[config.mk]
export PLATFORM = sky130hd
export DESIGN_NAME = fixed_divider_scheduler
export DESIGN_NICKNAME = d
export VERILOG_FILES = /design/src/rtl/fixed_divider_pkg.sv /design/src/rtl/fixed_divider_scheduler_arb.sv /design/src/rtl/fixed_divider_scheduler.sv
export SDC_FILE = /design/constraint.sdc
export NUM_CORES = 1
export LEC_CHECK = 0
export ABC_AREA = 1
export ABC_CLOCK_PERIOD_IN_PS = 2500
export CAP_MARGIN = 15
export CORE_MARGIN = 3
export CORE_UTILIZATION = 35
export DETAILED_ROUTE_END_ITERATION = 8
export DONT_BUFFER_PORTS = 1
export GPL_TIMING_DRIVEN = 0
export RECOVER_POWER = 50
export SLEW_MARGIN = 20
export SYNTH_ARGS = -nofsm -noshare
export SYNTH_HDL_FRONTEND = slang
export SYNTH_HIERARCHICAL = 1
export SYNTH_SLANG_ARGS = --single-unit
[constraint.sdc]
create_clock -name clock -period 2.5 [get_ports clock]
set_clock_uncertainty 0.1 [all_clocks]
set_input_delay 0 -clock clock [delete_from_list [all_inputs] [get_ports clock]]
set_output_delay 0 -clock clock [all_outputs]
set_load 0.1 [all_outputs]
[src/rtl/fixed_divider_pkg.sv]
// Shared types and constants for the divider scheduler slice.
// Widths follow the Q16.16 / 16-bit divisor operand format.
package fixed_divider_pkg;

  localparam int A_W = 32;
  localparam int B_W = 16;
  localparam int Q_W = 32;

  localparam logic [Q_W-1:0] DZ_QUOT_DEF = 32'hFFFF_FFFF;

  typedef enum logic [1:0] {
    IDLE,
    LAUNCH,
    WAIT,
    RESP
  } state_t;

  typedef struct packed {
    logic [A_W-1:0] a;
    logic [B_W-1:0] b;
    logic           id;
  } div_op_t;

  function automatic logic is_dz(input logic [B_W-1:0] b);
    return b == '0;
  endfunction

endpackage

[src/rtl/fixed_divider_scheduler_arb.sv]
// Two-way round-robin grant; the last winner loses a tie.
// last_grant resets to 1 so requester 0 wins the first tie.
module rr_arbiter2 (
  input  logic       clock,
  input  logic       reset,
  input  logic [1:0] valid,
  input  logic       accept,
  output logic [1:0] grant,
  output logic       grant_id
);

  logic last_grant;

  always_comb begin
    grant_id = 1'b0;
    unique case (valid)
      2'b01:   grant_id = 1'b0;
      2'b10:   grant_id = 1'b1;
      2'b11:   grant_id = ~last_grant;
      default: grant_id = 1'b0;
    endcase
  end

  always_comb begin
    grant = 2'b00;
    if (valid != 2'b00) begin
      grant = grant_id ? 2'b10 : 2'b01;
    end
  end

  always_ff @(posedge clock) begin
    if (reset) begin
      last_grant <= 1'b1;
    end else if (accept) begin
      last_grant <= grant_id;
    end
  end

endmodule

[src/rtl/fixed_divider_scheduler.sv]
// Shares one fixed-latency divider between two requesters.
// Divide-by-zero is answered directly and never launches the divider.
module fixed_divider_scheduler
  import fixed_divider_pkg::*;
#(
  parameter int             DIV_LATENCY = 33,
  parameter logic [Q_W-1:0] DZ_QUOT     = DZ_QUOT_DEF
) (
  input  logic           clock,
  input  logic           reset,
  input  logic           req0_valid,
  output logic           req0_ready,
  input  logic [A_W-1:0] req0_a,
  input  logic [B_W-1:0] req0_b,
  input  logic           req1_valid,
  output logic           req1_ready,
  input  logic [A_W-1:0] req1_a,
  input  logic [B_W-1:0] req1_b,
  output logic           rsp_valid,
  input  logic           rsp_ready,
  output logic           rsp_id,
  output logic [Q_W-1:0] rsp_quot,
  output logic           rsp_dz,
  output logic [A_W-1:0] div_a,
  output logic [B_W-1:0] div_b,
  output logic           div_init,
  input  logic [Q_W-1:0] div_prod,
  output logic           busy
);

  localparam int CW = (DIV_LATENCY > 1) ? $clog2(DIV_LATENCY) : 1;

  state_t        state;
  logic [CW-1:0] cnt;
  div_op_t       op;
  div_op_t       sel;
  logic [1:0]    grant;
  logic          grant_id;
  logic          accept;
  logic          idle;

  assign idle = (state == IDLE);

  rr_arbiter2 u_arb (
    .clock    (clock),
    .reset    (reset),
    .valid    ({req1_valid, req0_valid}),
    .accept   (accept),
    .grant    (grant),
    .grant_id (grant_id)
  );

  assign req0_ready = idle && grant[0];
  assign req1_ready = idle && grant[1];
  assign accept     = (req0_valid && req0_ready)
                   || (req1_valid && req1_ready);

  always_comb begin
    sel.id = grant_id;
    sel.a  = grant_id ? req1_a : req0_a;
    sel.b  = grant_id ? req1_b : req0_b;
  end

  assign div_a = op.a;
  assign div_b = op.b;

  always_ff @(posedge clock) begin
    if (reset) begin
      state     <= IDLE;
      cnt       <= '0;
      op        <= '0;
      rsp_valid <= 1'b0;
      rsp_id    <= 1'b0;
      rsp_quot  <= '0;
      rsp_dz    <= 1'b0;
      div_init  <= 1'b0;
      busy      <= 1'b0;
    end else begin
      unique case (state)
        IDLE: begin
          if (accept) begin
            op     <= sel;
            rsp_id <= sel.id;
            busy   <= 1'b1;
            if (is_dz(sel.b)) begin
              state     <= RESP;
              rsp_quot  <= DZ_QUOT;
              rsp_dz    <= 1'b1;
              rsp_valid <= 1'b1;
            end else begin
              state    <= LAUNCH;
              rsp_dz   <= 1'b0;
              div_init <= 1'b1;
            end
          end
        end
        LAUNCH: begin
          state    <= WAIT;
          div_init <= 1'b0;
          cnt      <= CW'(DIV_LATENCY - 1);
        end
        WAIT: begin
          // div_prod is valid in the cycle the count hits zero
          if (cnt == '0) begin
            rsp_quot  <= div_prod;
            rsp_valid <= 1'b1;
            state     <= RESP;
          end else begin
            cnt <= cnt - 1'b1;
          end
        end
        RESP: begin
          if (rsp_ready) begin
            rsp_valid <= 1'b0;
            busy      <= 1'b0;
            state     <= IDLE;
          end
        end
        default: state <= IDLE;
      endcase
    end
  end

endmodule

After elaboration in Yosys (flattened, before gate mapping)
Index checks and enable logic that the tools add are counted. W data, S select, Z words.

Order comparisons: 0. Reductions and logical operators: 21. Divide/modulo/power cells: 0. Shifts and indexed selects: 0. Eq/ne operators: 11. Add/sub/neg operators: 1. $mul: 0. Bitwise gates (word level): 1. Mux-type cells: 27.

Operators with widths (count): $mux W32 (4); $pmux W32 S2 (1); $logic_not A16 Y1 (1); $mux W16 (1); $mux W2 (6); $pmux W6 S2 (1); $ne A2 B2 Y1 const B (5); $reduce_bool A2 Y1 (5); $reduce_and A3 Y1 (3); $eq A2 B2 Y1 const B (4); $mux W1 (8); $pmux W2 S4 (1); $logic_not A6 Y1 (1); $mux W6 (1); $pmux W1 S2 (3); $sub A6 B1 Y6 const B (1); $reduce_and A5 Y1 (1); $logic_and A1 B1 Y1 (4); $reduce_and A2 Y1 (2); $reduce_and A4 Y1 (1); $pmux W1 S3 (1); $reduce_bool A3 Y1 (1); $eq A2 B1 Y1 const B (1); $logic_not A2 Y1 (1); other kinds (3) (3).

Memories: 0. RAM bits: 0. Input bits: 133. Bits in read-only memories: 0. Register bits: 94. Bits in latches: 0. Word-level logic and storage cells: 72. Output and inout bits: 87.

Depth between registers and ports, before layout
Word-level depth: 9. Depth in mapped cells: 16. Mapped depth without buffers: 13.

Modules after synthesis
Netlist, hierarchy kept.

Modules (own cells, without submodules): fixed_divider_scheduler (sequential area each 1861.8 um^2, instances 1, cells each 628, area an instance 4272.8 um^2); rr_arbiter2 (sequential area each 20.0 um^2, instances 1, cells each 10, area an instance 62.6 um^2).

Worst setup path before layout
OpenSTA, ideal clock, no wires.

Kind: reg2reg. From: reg state[0]. To: reg rsp_quot[20]. Stages on the path, launching flop included: 14. Library setup time: 119 ps. Path buffers: 2. Required time: 2281 ps. Data arrival time: 1758 ps. Period minus slack after synthesis: 1977 ps. Setup slack: 523 ps. Cell sequence: dfxtp_1 > inv_1 > ha_1 > buf_2 > nand3_1 > nand2_2 > inv_2 > nand2_1 > o21ai_1 > nor2_2 > buf_2 > nand3_1 > nand2_1 > nor2_1.

Longest elaborated chain between the ends: 6. Elaborated cells on any way between the ends: 13. Classes of those cells: eq/ne: 4; mux: 1; reduce/logical: 8.

Ends and longest elaborated chain: start: declaration (RTL line fixed_divider_scheduler.sv:33) `state_t state;`; start signal: assignment (RTL line fixed_divider_scheduler.sv:69) `state <= IDLE;`; start signal: assignment (RTL line fixed_divider_scheduler.sv:86) `state <= RESP;`; start signal: assignment (RTL line fixed_divider_scheduler.sv:91) `state <= LAUNCH;`; $logic_not A2 Y1 (RTL line fixed_divider_scheduler.sv:42, fixed_divider_scheduler.sv:79); $logic_and A1 B1 Y1 (on tied branches) (RTL line fixed_divider_scheduler.sv:53, fixed_divider_scheduler.sv:54); $logic_and A1 B1 Y1 (on tied branches) (RTL line fixed_divider_scheduler.sv:55, fixed_divider_scheduler.sv:56); $logic_or A1 B1 Y1 (RTL line fixed_divider_scheduler.sv:56) `|| (req1_valid && req1_ready);`; $ne A2 B2 Y1 (no line); $reduce_and A4 Y1 (no line); end signal: assignment (RTL line fixed_divider_scheduler.sv:105) `rsp_quot <= div_prod;`; end: declaration (RTL line fixed_divider_scheduler.sv:22) `output logic [Q_W-1:0] rsp_quot,`.

Parallel ways exist; a longest one is shown, timed or not. A chain may end at the register's enable or synchronous reset.

Worst setup path after layout
From: reg u_arb.last_grant. To: reg rsp_quot[0].

Longest elaborated chain between the ends: 9. Elaborated cells on any way between the ends: 14. Classes of those cells: eq/ne: 2; mux: 4; bitwise: 1; reduce/logical: 7.

Ends and longest elaborated chain: start: declaration (RTL line fixed_divider_scheduler_arb.sv:12) `logic last_grant;`; start signal: assignment (RTL line fixed_divider_scheduler_arb.sv:35) `last_grant <= grant_id;`; $not A1 Y1 * (RTL line fixed_divider_scheduler_arb.sv:19) `2'b11: grant_id = ~last_grant;`; $pmux W1 S2 * (RTL line fixed_divider_scheduler_arb.sv:16) `unique case (valid)`; named net grant_id (RTL line fixed_divider_scheduler.sv:38) `logic grant_id;`; $mux W2 (RTL line fixed_divider_scheduler_arb.sv:27) `grant = grant_id ? 2'b10 : 2'b01;`; $mux W2 (RTL line fixed_divider_scheduler_arb.sv:26) `if (valid != 2'b00) begin`; $logic_and A1 B1 Y1 (on tied branches) (RTL line fixed_divider_scheduler.sv:53, fixed_divider_scheduler.sv:54); $logic_and A1 B1 Y1 (on tied branches) (RTL line fixed_divider_scheduler.sv:55, fixed_divider_scheduler.sv:56); $logic_or A1 B1 Y1 (RTL line fixed_divider_scheduler.sv:56); $ne A2 B2 Y1 (no line); $reduce_and A4 Y1 (no line) *.

The timed path passes the listed nets; every way through them passes the cells marked *.

==> flow_summary.json <==
{
  "die_w_um": 117.3,
  "synthTopCellsByArea": "dfxtp_1, nand2_1, nor2_1",
  "final_cell_mix": "nand2_1, dlygate4sd3_1, dfxtp_1",
  "viasPerCell": 5.074,
  "fin_cells": 962,
  "crit_cells": 16,
  "hold_viol": 0,
  "start_util_pct": 35.94,
  "cpMostUsedCell": "nand2_1",
  "timing.final.crit_share_pct": 92.88,
  "r2r_cells": 16,
  "cts_max_level": 3,
  "fp.coreArea_sq_mm": 0.01206,
  "yosys.area.top_type": "dfxtp_1",
  "reg2reg_from": "u_arb/last_grant",
  "slowest_delay_ns": 0.31,
  "grt_pass1_wl_um": 22680,
  "setup_violations": 0,
  "startpoint_type": "register",
  "slew_headroom_pct": 30.67,
  "grt_max_degree": 16,
  "num_vias": 4881,
  "io_buffers": 0,
  "cp.buffers_inverters": 4,
  "cts_buffer_depth": 2,
  "synth_top_area_share_pct": 43.41,
  "critPathLaunch": "u_arb/last_grant",
  "antenna_found_initial": 0,
  "cpLargestDelayFamily": "simple AND/OR/NAND/NOR gates",
  "setup.worst_path.end": "rsp_quot[0]",
  "path_clk_slew_ns": 0.06,
  "ys_ff_latch": 94,
  "fp.dieArea_sq_mm": 0.01376,
  "dpl.hpwl_um": 10110,
  "post_route_cells_drive_above_1_share_pct": 6.557,
  "synth_nets": 778,
  "hold_path_class": "primary input to register",
  "cts_root_buf": "clkbuf_16",
  "ant_nets": 0,
  "fin_nets": 928,
  "worstPathMaxFanout": 10,
  "first_global_vias": 4752,
  "regToRegSetupSlack_ns": 0.18,
  "yosysUniqueCellTypes": 27,
  "status": "finished clean",
  "path_class": "register to register",
  "ys_seq_area_share_pct": 43.41,
  "ios": 220,
  "rsz0062_at_grt": "no",
  "syn_to_final_growth_pct": 44.56,
  "drc": 0,
  "worst_ep_required_time_ns": 2.63,
  "dp_slack_ns": -0.006509,
  "layout_commonest_cell": "nand2_1",
  "slowest_stage": "dfxtp_1",
  "drt_pre_antenna_iters": 5,
  "fin_crit_ns": 2.322,
  "wl_um": 15420,
  "place_inst": 806,
  "wire_per_inst_um": 16.03,
  "n_fill_cell": 1097,
  "syn_inst": 638,
  "row_count": 40,
  "cp_cell_sequence": "nand2_1 -> and2_4 -> inv_2 -> buf_2 -> nand2_1 -> nand2_1 -> nor2_1 -> nand2_1 -> nor2_4 -> nand2_2 -> nand2_2 -> buf_6 -> buf_4 -> nand3_1 -> nand2_1 -> nor2_1",
  "worstReg2RegEnd": "rsp_quot[0]",
  "grt_usage_pct": 21.08,
  "drt_iter0_drc": 233,
  "numCtsBuffers": 9,
  "max_slew.worst_pin.slew_ns": 1.038,
  "grt_overflow": 0,
  "maxCapViolCount": 0,
  "place.gp.congestion": 0.7966,
  "worstPathArrival_ns": 2.45,
  "ff_latch_area_sq_mm": 0.001882,
  "cp-end-kind": "register",
  "clk_latency_ns": 0.34,
  "leakagePower_nw": 2.607,
  "synth_area_sq_mm": 0.004335,
  "ir_worst_vdd_v": 0.0005977,
  "cts.sinks": 94,
  "fp.dieH_um": 117.3,
  "max_freq_mhz": 430.7,
  "timing.final.max_slew_violations": 0,
  "syn_area_per_cell_sq_um": 6.795,
  "ys_warn_count": 6,
  "finalWorstSetupSlack_ns": 0.1780,
  "power.density_mw_per_mm2": 1602,
  "cts_tree": "done",
  "multi_input_area_sq_mm": 0.002185
}
kinds of logic (layout without fill, tap and decap cells):
group / count (synthesis) / after routing / synth area share [%]
AOI/OAI and AO/OA: 135 / 135 / 16.62
xor gates and xnor gates: 3 / 3 / 0.6062
adders and majority gates: 7 / 7 / 2.020
buffers and inverters: 67 / 221 / 7.013
DFF: 94 / 94 / 43.41
other: 0 / 1 / 0
and+or+nand+nor: 332 / 333 / 30.33
cells in the mapped netlist:
cell      number
o22ai_1        1
nor2_1        85
nand4_1        1
clkinv_1       1
a31oi_1       33
nand2_1      199
inv_1         15
or2_2          1
xor2_1         1
o21ai_1        1
inv_2          5
and2_1         2
xnor2_1        2
buf_2         12
clkbuf_1      24
nand3_1       40
buf_1          4
ha_1           7
o21ai_0       39
dfxtp_1       94
a21boi_1       1
a21oi_1       60
buf_4          2
nand2_2        2
nor3_1         1
buf_6          4
nor2_2         1
layout make-up:
cell class	instances	area share, %
repair buffers	138	21.96
flip-flops and latches	94	30.03
clock inverters	6	0.9982
clock buffers	10	3.653
well taps	168	3.354
multi-input cells	478	34.86
plain buffers	46	3.853
inverters	21	1.258
diodes	1	0.03993
worst reg2reg max path, stage by stage, from the launching register on:
cell and delay, ns:
dfxtp_1 0.31, nand2_1 0.10, and2_4 0.18, inv_2 0.05, buf_2 0.20, nand2_1 0.09
nand2_1 0.06, nor2_1 0.12, nand2_1 0.12, nor2_4 0.13, nand2_2 0.09, nand2_2 0.12
buf_6 0.16, buf_4 0.18, nand3_1 0.09, nand2_1 0.07, nor2_1 0.04
layer usage:
metal / routed length, um / GRT usage [%]
met3: 1428 / 5.964
met1: 5944 / 23.51
met4: 434 / 10.02
met5: 0 / 0
met2: 7610 / 36.88
timing repair:
action                                  CTS  global route
resized for setup                         3            16
buffers inserted                          0             2
hold buffers                            136             0
pin swaps                                 0             2
cloned                                    0             1
endpoints found under the hold margin    86             0
endpoints found under the setup margin   17            50
how the worst min path moves through the flow:
stage / from / end / cells past startpoint
2_1_floorplan: reset / u_arb/last_grant / 2
3_3_place_gp: reset / u_arb/last_grant / 2
3_5_place_dp: reset / u_arb/last_grant / 2
4_1_cts: reset / div_a[25] / 3
5_1_grt: reset / div_a[26] / 3
6_report: reset / div_a[25] / 3
state kept, by name (all words and copies together), names as in the netlist:
signal / count
div_a: 32
rsp_quot: 32
div_b: 16
cnt: 6
state: 2
busy: 1
div_init: 1
rsp_dz: 1
rsp_id: 1
rsp_valid: 1
u_arb/last_grant: 1
power by group:
group          internal [mW]  switching, mW
sequential              2.00           3.59
combinational           1.16           1.93
clock                  0.772          0.592
total                   3.93           6.11
stage by stage:
| step | setup TNS, ns | hold slack, ns | power, mW | util (%) | area, sq um |
|---|---|---|---|---|---|
| after floorplan | 0 | -0.01161 | 7.586 | - | 4335 |
| after global placement | 0 | -0.007552 | 8.206 | 37.69 | 4546 |
| after detailed placement | -0.02752 | -0.003932 | 8.298 | 37.69 | 4546 |
| after CTS | 0 | 0.04091 | 9.904 | 51.46 | 6207 |
| after global routing | 0 | 0.06634 | 10.57 | 51.94 | 6265 |
| final | 0 | 0.02415 | 10.04 | 51.96 | 6267 |
Note: power is estimated with default switching activity, not from simulation.
